[config.mk]
export PLATFORM = sky130hd
export DESIGN_NAME = ram64_fifo_flat
export DESIGN_NICKNAME = d
export VERILOG_FILES = /design/src/rtl/ram64_pkg.sv /design/src/rtl/ram64_fifo_if.sv /design/src/rtl/ram64_fifo_ram.sv /design/src/rtl/ram64x1d.sv /design/src/rtl/ram64_fifo.sv /design/src/flat_wrapper.sv
export SDC_FILE = /design/constraint.sdc
export NUM_CORES = 1
export LEC_CHECK = 0
export CAP_MARGIN = 20
export CORE_ASPECT_RATIO = 1.4
export CORE_MARGIN = 2
export CORE_UTILIZATION = 25
export CTS_CLUSTER_SIZE = 20
export DETAILED_ROUTE_END_ITERATION = 12
export GPL_TIMING_DRIVEN = 1
export MAX_ROUTING_LAYER = met4
export SYNTH_ARGS = -nofsm -noshare
export SYNTH_HDL_FRONTEND = slang
export SYNTH_SLANG_ARGS = --single-unit
[constraint.sdc]
create_clock -name CLK -period 3.9 [get_ports CLK]
set_input_delay 0.78 -clock CLK [delete_from_list [all_inputs] [get_ports CLK]]
set_output_delay 0.78 -clock CLK [all_outputs]
set_load 0.02 [all_outputs]
[src/rtl/ram64_pkg.sv]
// ram64_pkg: depth, pointer and count types shared by the 64-entry distributed-RAM FIFO.
package ram64_pkg;
    localparam int FIFO_DEPTH = 64;
    localparam int PTR_W      = 6;
    localparam int COUNT_W    = 7;
    typedef logic [PTR_W-1:0]   ptr_t;
    typedef logic [COUNT_W-1:0] count_t;
endpackage

[src/rtl/ram64_fifo_if.sv]
// ram64_fifo_if: push/pop handshake and status bundle of ram64_fifo.
interface ram64_fifo_if import ram64_pkg::*; #(parameter int WIDTH = 8);
    logic             WE;
    logic [WIDTH-1:0] DIN;
    logic             RE;
    logic [WIDTH-1:0] DOUT;
    logic             DVALID;
    logic             FULL;
    logic             EMPTY;
    logic             ALMOST_FULL;
    logic             ALMOST_EMPTY;
    count_t           COUNT;
    logic             OVERFLOW;
    logic             UNDERFLOW;
    modport master (output WE, DIN, RE,
                    input  DOUT, DVALID, FULL, EMPTY, ALMOST_FULL, ALMOST_EMPTY, COUNT, OVERFLOW, UNDERFLOW);
    modport slave  (input  WE, DIN, RE,
                    output DOUT, DVALID, FULL, EMPTY, ALMOST_FULL, ALMOST_EMPTY, COUNT, OVERFLOW, UNDERFLOW);
endinterface

[src/rtl/ram64_fifo_ram.sv]
// ram64_fifo_ram: WIDTH-bit storage built from one RAM64X1D per bit, written at
// the write pointer and read asynchronously at the read pointer.
module ram64_fifo_ram import ram64_pkg::*; #(parameter int WIDTH = 8) (
    input  logic             WCLK,
    input  logic             we,
    input  ptr_t             wr_ptr,
    input  ptr_t             rd_ptr,
    input  logic [WIDTH-1:0] din,
    output logic [WIDTH-1:0] dpo
);
    logic [WIDTH-1:0] spo_unused;
    for (genvar i = 0; i < WIDTH; i++) begin : g_bit
        RAM64X1D #(.INIT(64'h0), .IS_WCLK_INVERTED(1'b0)) u_ram (
            .DPO(dpo[i]), .SPO(spo_unused[i]),
            .A0(wr_ptr[0]), .A1(wr_ptr[1]), .A2(wr_ptr[2]),
            .A3(wr_ptr[3]), .A4(wr_ptr[4]), .A5(wr_ptr[5]),
            .D(din[i]),
            .DPRA0(rd_ptr[0]), .DPRA1(rd_ptr[1]), .DPRA2(rd_ptr[2]),
            .DPRA3(rd_ptr[3]), .DPRA4(rd_ptr[4]), .DPRA5(rd_ptr[5]),
            .WCLK(WCLK), .WE(we)
        );
    end
endmodule

[src/rtl/ram64x1d.sv]
// RAM64X1D: simulation model of the Xilinx 64x1 dual-port distributed RAM primitive.
module RAM64X1D #(
    parameter logic [63:0] INIT             = 64'h0,
    parameter logic        IS_WCLK_INVERTED = 1'b0
) (
    output logic DPO,
    output logic SPO,
    input  logic A0, A1, A2, A3, A4, A5,
    input  logic D,
    input  logic DPRA0, DPRA1, DPRA2, DPRA3, DPRA4, DPRA5,
    input  logic WCLK,
    input  logic WE
);
    logic [63:0] mem = INIT;
    logic        wclk;
    logic [5:0]  a;
    logic [5:0]  dpra;
    assign wclk = WCLK ^ IS_WCLK_INVERTED;
    assign a    = {A5, A4, A3, A2, A1, A0};
    assign dpra = {DPRA5, DPRA4, DPRA3, DPRA2, DPRA1, DPRA0};
    assign SPO  = mem[a];
    assign DPO  = mem[dpra];
    always_ff @(posedge wclk)
        if (WE) mem[a] <= D;
endmodule

[src/rtl/ram64_fifo.sv]
// ram64_fifo: 64-entry FIFO on distributed RAM with registered pop data,
// occupancy count, almost-full/empty thresholds and overflow/underflow pulses.
module ram64_fifo import ram64_pkg::*; #(
    parameter int WIDTH    = 8,
    parameter int AF_LEVEL = 56,
    parameter int AE_LEVEL = 8
) (
    input logic         CLK,
    input logic         RST_N,
    ram64_fifo_if.slave bus
);
    ptr_t             wr_ptr, rd_ptr;
    count_t           count, count_nx;
    logic [WIDTH-1:0] dout, rd_data;
    logic             dvalid, full, empty, almost_full, almost_empty, overflow, underflow;
    logic             push, pop;
    // Acceptance uses the registered flags, so at 0 or 64 one side is always refused.
    assign push     = bus.WE && !full;
    assign pop      = bus.RE && !empty;
    assign count_nx = count + count_t'(push) - count_t'(pop);
    ram64_fifo_ram #(.WIDTH(WIDTH)) u_ram (
        .WCLK(CLK), .we(push && RST_N), .wr_ptr(wr_ptr), .rd_ptr(rd_ptr),
        .din(bus.DIN), .dpo(rd_data)
    );
    always_ff @(posedge CLK or negedge RST_N) begin
        if (!RST_N) begin
            wr_ptr       <= '0;
            rd_ptr       <= '0;
            count        <= '0;
            dout         <= '0;
            dvalid       <= 1'b0;
            full         <= 1'b0;
            empty        <= 1'b1;
            almost_full  <= 1'b0;
            almost_empty <= 1'b1;
            overflow     <= 1'b0;
            underflow    <= 1'b0;
        end else begin
            wr_ptr       <= wr_ptr + ptr_t'(push);
            rd_ptr       <= rd_ptr + ptr_t'(pop);
            count        <= count_nx;
            dvalid       <= pop;
            if (pop) dout <= rd_data;
            full         <= count_nx == count_t'(FIFO_DEPTH);
            empty        <= count_nx == '0;
            almost_full  <= count_nx >= count_t'(AF_LEVEL);
            almost_empty <= count_nx <= count_t'(AE_LEVEL);
            overflow     <= bus.WE && full;
            underflow    <= bus.RE && empty;
        end
    end
    assign bus.DOUT         = dout;
    assign bus.DVALID       = dvalid;
    assign bus.FULL         = full;
    assign bus.EMPTY        = empty;
    assign bus.ALMOST_FULL  = almost_full;
    assign bus.ALMOST_EMPTY = almost_empty;
    assign bus.COUNT        = count;
    assign bus.OVERFLOW     = overflow;
    assign bus.UNDERFLOW    = underflow;
endmodule

[src/flat_wrapper.sv]
// flat-port wrapper written by rule: the top's interface ports become plain ports
module ram64_fifo_flat import ram64_pkg::*;
#(
    parameter int WIDTH    = 8,
    parameter int AF_LEVEL = 56,
    parameter int AE_LEVEL = 8
)
  (CLK, RST_N, bus_WE, bus_DIN, bus_RE, bus_DOUT, bus_DVALID, bus_FULL, bus_EMPTY, bus_ALMOST_FULL, bus_ALMOST_EMPTY, bus_COUNT, bus_OVERFLOW, bus_UNDERFLOW);
  ram64_fifo_if #(.WIDTH(WIDTH)) bus_i ();
  input logic CLK;
  input logic RST_N;
  input wire logic [$bits(bus_i.WE)-1:0] bus_WE;
  input wire logic [$bits(bus_i.DIN)-1:0] bus_DIN;
  input wire logic [$bits(bus_i.RE)-1:0] bus_RE;
  output wire logic [$bits(bus_i.DOUT)-1:0] bus_DOUT;
  output wire logic [$bits(bus_i.DVALID)-1:0] bus_DVALID;
  output wire logic [$bits(bus_i.FULL)-1:0] bus_FULL;
  output wire logic [$bits(bus_i.EMPTY)-1:0] bus_EMPTY;
  output wire logic [$bits(bus_i.ALMOST_FULL)-1:0] bus_ALMOST_FULL;
  output wire logic [$bits(bus_i.ALMOST_EMPTY)-1:0] bus_ALMOST_EMPTY;
  output wire logic [$bits(bus_i.COUNT)-1:0] bus_COUNT;
  output wire logic [$bits(bus_i.OVERFLOW)-1:0] bus_OVERFLOW;
  output wire logic [$bits(bus_i.UNDERFLOW)-1:0] bus_UNDERFLOW;
  assign bus_i.WE = bus_WE;
  assign bus_i.DIN = bus_DIN;
  assign bus_i.RE = bus_RE;
  assign bus_DOUT = bus_i.DOUT;
  assign bus_DVALID = bus_i.DVALID;
  assign bus_FULL = bus_i.FULL;
  assign bus_EMPTY = bus_i.EMPTY;
  assign bus_ALMOST_FULL = bus_i.ALMOST_FULL;
  assign bus_ALMOST_EMPTY = bus_i.ALMOST_EMPTY;
  assign bus_COUNT = bus_i.COUNT;
  assign bus_OVERFLOW = bus_i.OVERFLOW;
  assign bus_UNDERFLOW = bus_i.UNDERFLOW;
  ram64_fifo #(.WIDTH(WIDTH), .AF_LEVEL(AF_LEVEL), .AE_LEVEL(AE_LEVEL)) u_core (.CLK(CLK), .RST_N(RST_N), .bus(bus_i));
endmodule
==> metrics.csv <==
metric,value,unit
outcome,finished clean,
critical setup path kind,primary input to flip-flop,
Max Clock Skew,25.2,ps
share of post-route cells with drive strength above 1,25.0,%
"Slew Viols, Final",0,
post-layout min period,2900,ps
CORE AREA,85500,um2
fin nets,1227,
WL final,49800,um
hold-fix buffers at CTS,0,
P per Cell Area,674,nW/um2
cell leakage power,8.10,nW
"area leader, netlist",edfxtp_1,
"Seq/Total Area, Yosys",75.4,%
router iterations before antenna repair,5,
Port Buffers,33,
hold_ws,186,ps
dpl hpwl,33000,um
Vias,10500,
ys flop type,edfxtp_1,
required time worst endpoint,4080,ps
Post-Syn Area,21500,um2
worst-path maximum fanout,8,
synth top area cells,"edfxtp_1 (71%), mux4_2 (10%), dfrtp_1 (3.7%), mux2i_1 (2.3%), nor2_1 (1.4%)",
CP max stage delay,690,ps
# fillers,8287,
Die Span Y,351,um
clock insertion delay at the later pin of the skew report,570,ps
Worst Tran Pin Value,956,ps
Worst-path clk slew,70,ps
CP cell instances,"clkdlybuf4s50_1, nor2b_1, nand2_1, nor2_1, nand2_1, nor2_1",
DRT iter0 DRCs,845,
routed len/inst,21.3,um
Die Wd,252,um
I/O pin total,34,
number of routed nets with antenna violations,0,
Post-synth EDFFs,512,
pin count of the biggest net entering global routing,65,
Mean Syn Cell Area,19.7,um2
Syn Nets,1113,
Total Power,17.0,mW
RSZ-0062 raised after global routing,no,
Vias per Instance,4.50,
startpoint class of the critical path,primary input,
Clock Path Buffers,3,
slowest cell on the critical path,nor2_1,
Max-Cap Viols,0,
final setup violating endpoints,0,
routability cong.,0.897,
Num CTS Buffers,48,
Setup TNS,0,ps
critical path capture point type,flip-flop,
CTS root buffer,clkbuf_16,
relative slew slack,36.2,%
Starting Density,25.2,%
register bit count reported by yosys,546,
first-pass GRT wire length,73000,um
synth unique cells,49,
initial antenna violation count,1,
Total Die Area,88500,um2
GRT Total Usage,11.4,%
CTS tree,yes,
FMAX,345,MHz
Rows,127,
GRT overflow,0,
htree depth,2,
Worst R2R Path Depth,5,
number of global-route vias before repair,11100,
Area Growth Syn to Fin,17.0,%
period utilization,74.4,%
WP data arrival,3080,ps
area fraction of the dominant cell type after synthesis,71.4,%
post-CTS setup buffers,0,
Post-Synthesis Cells,1091,
Post-synth ARST share,6.23,%
clock sinks,546,
final hold viol count,0,
Post-CTS Resized,0,
peak supply drop,0.520,mV
Synthesis Warnings,0,
# DRC,0,
hold crit path type,primary input to asynchronous set/reset pin,
-- metal layers --
| metal | GRT usage (%) | vias up | part of all wire, % |
|---|---|---|---|
| met5 | - | - | 0 |
| li1 | - | 4656 | - |
| met2 | 20.6 | 306 | 53 |
| met3 | 1.45 | 100 | 4.4 |
| met1 | 12.4 | 5462 | 38 |
| met4 | 5.31 | 0 | 4.5 |
-- worst paths after layout --
kind	from	endpoint	slack [ps]
setup / recovery	bus_WE	u_core.u_ram.g_bit[6].u_ram.mem[10]	1000
hold / removal	RST_N	u_core.bus.DOUT[7]	190
setup reg to reg	u_core.rd_ptr[0]	u_core.bus.DOUT[4]	1040
hold reg to reg	u_core.rd_ptr[5]	u_core.rd_ptr[5]	490
max in group asynchronous	RST_N	u_core.bus.EMPTY	3010
min in group CLK	u_core.rd_ptr[5]	u_core.rd_ptr[5]	490
-- where the power goes --
part / internal (mW) / total, mW / switching (mW) / leakage (nW)
logic: 2.19 / 4.85 / 2.65 / 2.28
clock network: 2.91 / 4.96 / 2.05 / 0.806
registers: 6.68 / 7.17 / 0.487 / 5.01
-- synthesized netlist by cell type, types with 4 or more instances --
cell         n
a211o_1      7
a22oi_1     16
clkbuf_1    20
nor2b_1      8
nor3_1       6
nor2_1      80
a2111oi_0    7
a31o_2       9
mux4_2     100
nand3_1     10
o22ai_1     31
mux4_1       4
buf_4        5
buf_2       12
and2_1       4
a21oi_1      9
ha_1         9
dfrtp_1     32
buf_1        7
edfxtp_1   512
mux2_2      24
xnor2_1      8
xor2_1       4
nor3b_1      8
mux2i_1     49
buf_6       10
nand2_1     45
inv_1       13
a221oi_1     9
nand2b_1     4
nand3b_1     4
-- sequential cells by signal (all words and copies together) (netlist names) --
name / count
u_core.bus.FULL: 1
u_core.wr_ptr: 6
u_core.bus.UNDERFLOW: 1
u_core.bus.COUNT: 7
u_core.rd_ptr: 6
u_core.u_ram.g_bit.u_ram.mem: 512
u_core.bus.EMPTY: 1
u_core.bus.DOUT: 8
u_core.bus.ALMOST_FULL: 1
u_core.bus.OVERFLOW: 1
u_core.bus.ALMOST_EMPTY: 1
u_core.bus.DVALID: 1
-- cell usage in the layout, fill, tap and decap left out, types with 6 or more instances in the layout --
cell type and instances:
a2111oi_0 7, a211o_1 7, a21oi_1 9, a221oi_1 9, a22oi_1 16, a31o_2 9
buf_2 9, buf_4 83, bufinv_16 9, clkbuf_1 9, clkbuf_16 48, clkdlybuf4s50_1 24
clkinv_1 7, clkinv_2 8, dfrtp_1 29, edfxtp_1 512, ha_1 9, inv_1 13
mux2_2 24, mux2i_1 49, mux4_2 100, nand2_1 45, nand3_1 10, nor2_1 80
nor2b_1 8, nor3_1 6, nor3b_1 8, o22ai_1 31, xnor2_1 8
-- kinds of logic after synthesis --
logic type | count (synthesis) | synth area share (%)
xor gates and xnor gates | 12 | 0.488
adders and majority gates | 10 | 0.616
buffers and inverters | 69 | 1.86
muxes | 177 | 14.5
DFF | 546 | 75.4
AOI/OAI and AO/OA | 97 | 3.33
and+or+nand+nor | 180 | 3.82
-- critical path: cells and delay by family --
kind          cells  cell delay [ps]
simple gates      5             1820
buf+inv           1              470
-- through the flow --
| step | setup WS [ps] | cell area (um2) | instances | util [%] |
|---|---|---|---|---|
| detailed placement | 425 | 23500 | 2251 | 27.5 |
| CTS | 1010 | 25200 | 2339 | 29.5 |
| global placement | 505 | 23500 | 2251 | 27.5 |
| global route | 808 | 25200 | 2340 | 29.5 |
| floorplan | 895 | 21500 | 1091 | - |
| finish | 998 | 25200 | 2340 | 29.5 |
-- area by class of cell --
type                            count  area [um2]  share of cell area, %
Antenna cell                        1        2.50                0.00993
Clock buffer                       59        1260                   5.01
Clock inverter                     29         387                   1.53
Inverter                           13        48.8                  0.194
Multi-Input combinational cell    476        4890                   19.4
Sequential cell                   546       16200                   64.5
Tap cell                         1096        1370                   5.44
Timing Repair Buffer              120         988                   3.92
Note: power is estimated with default switching activity, not from simulation.
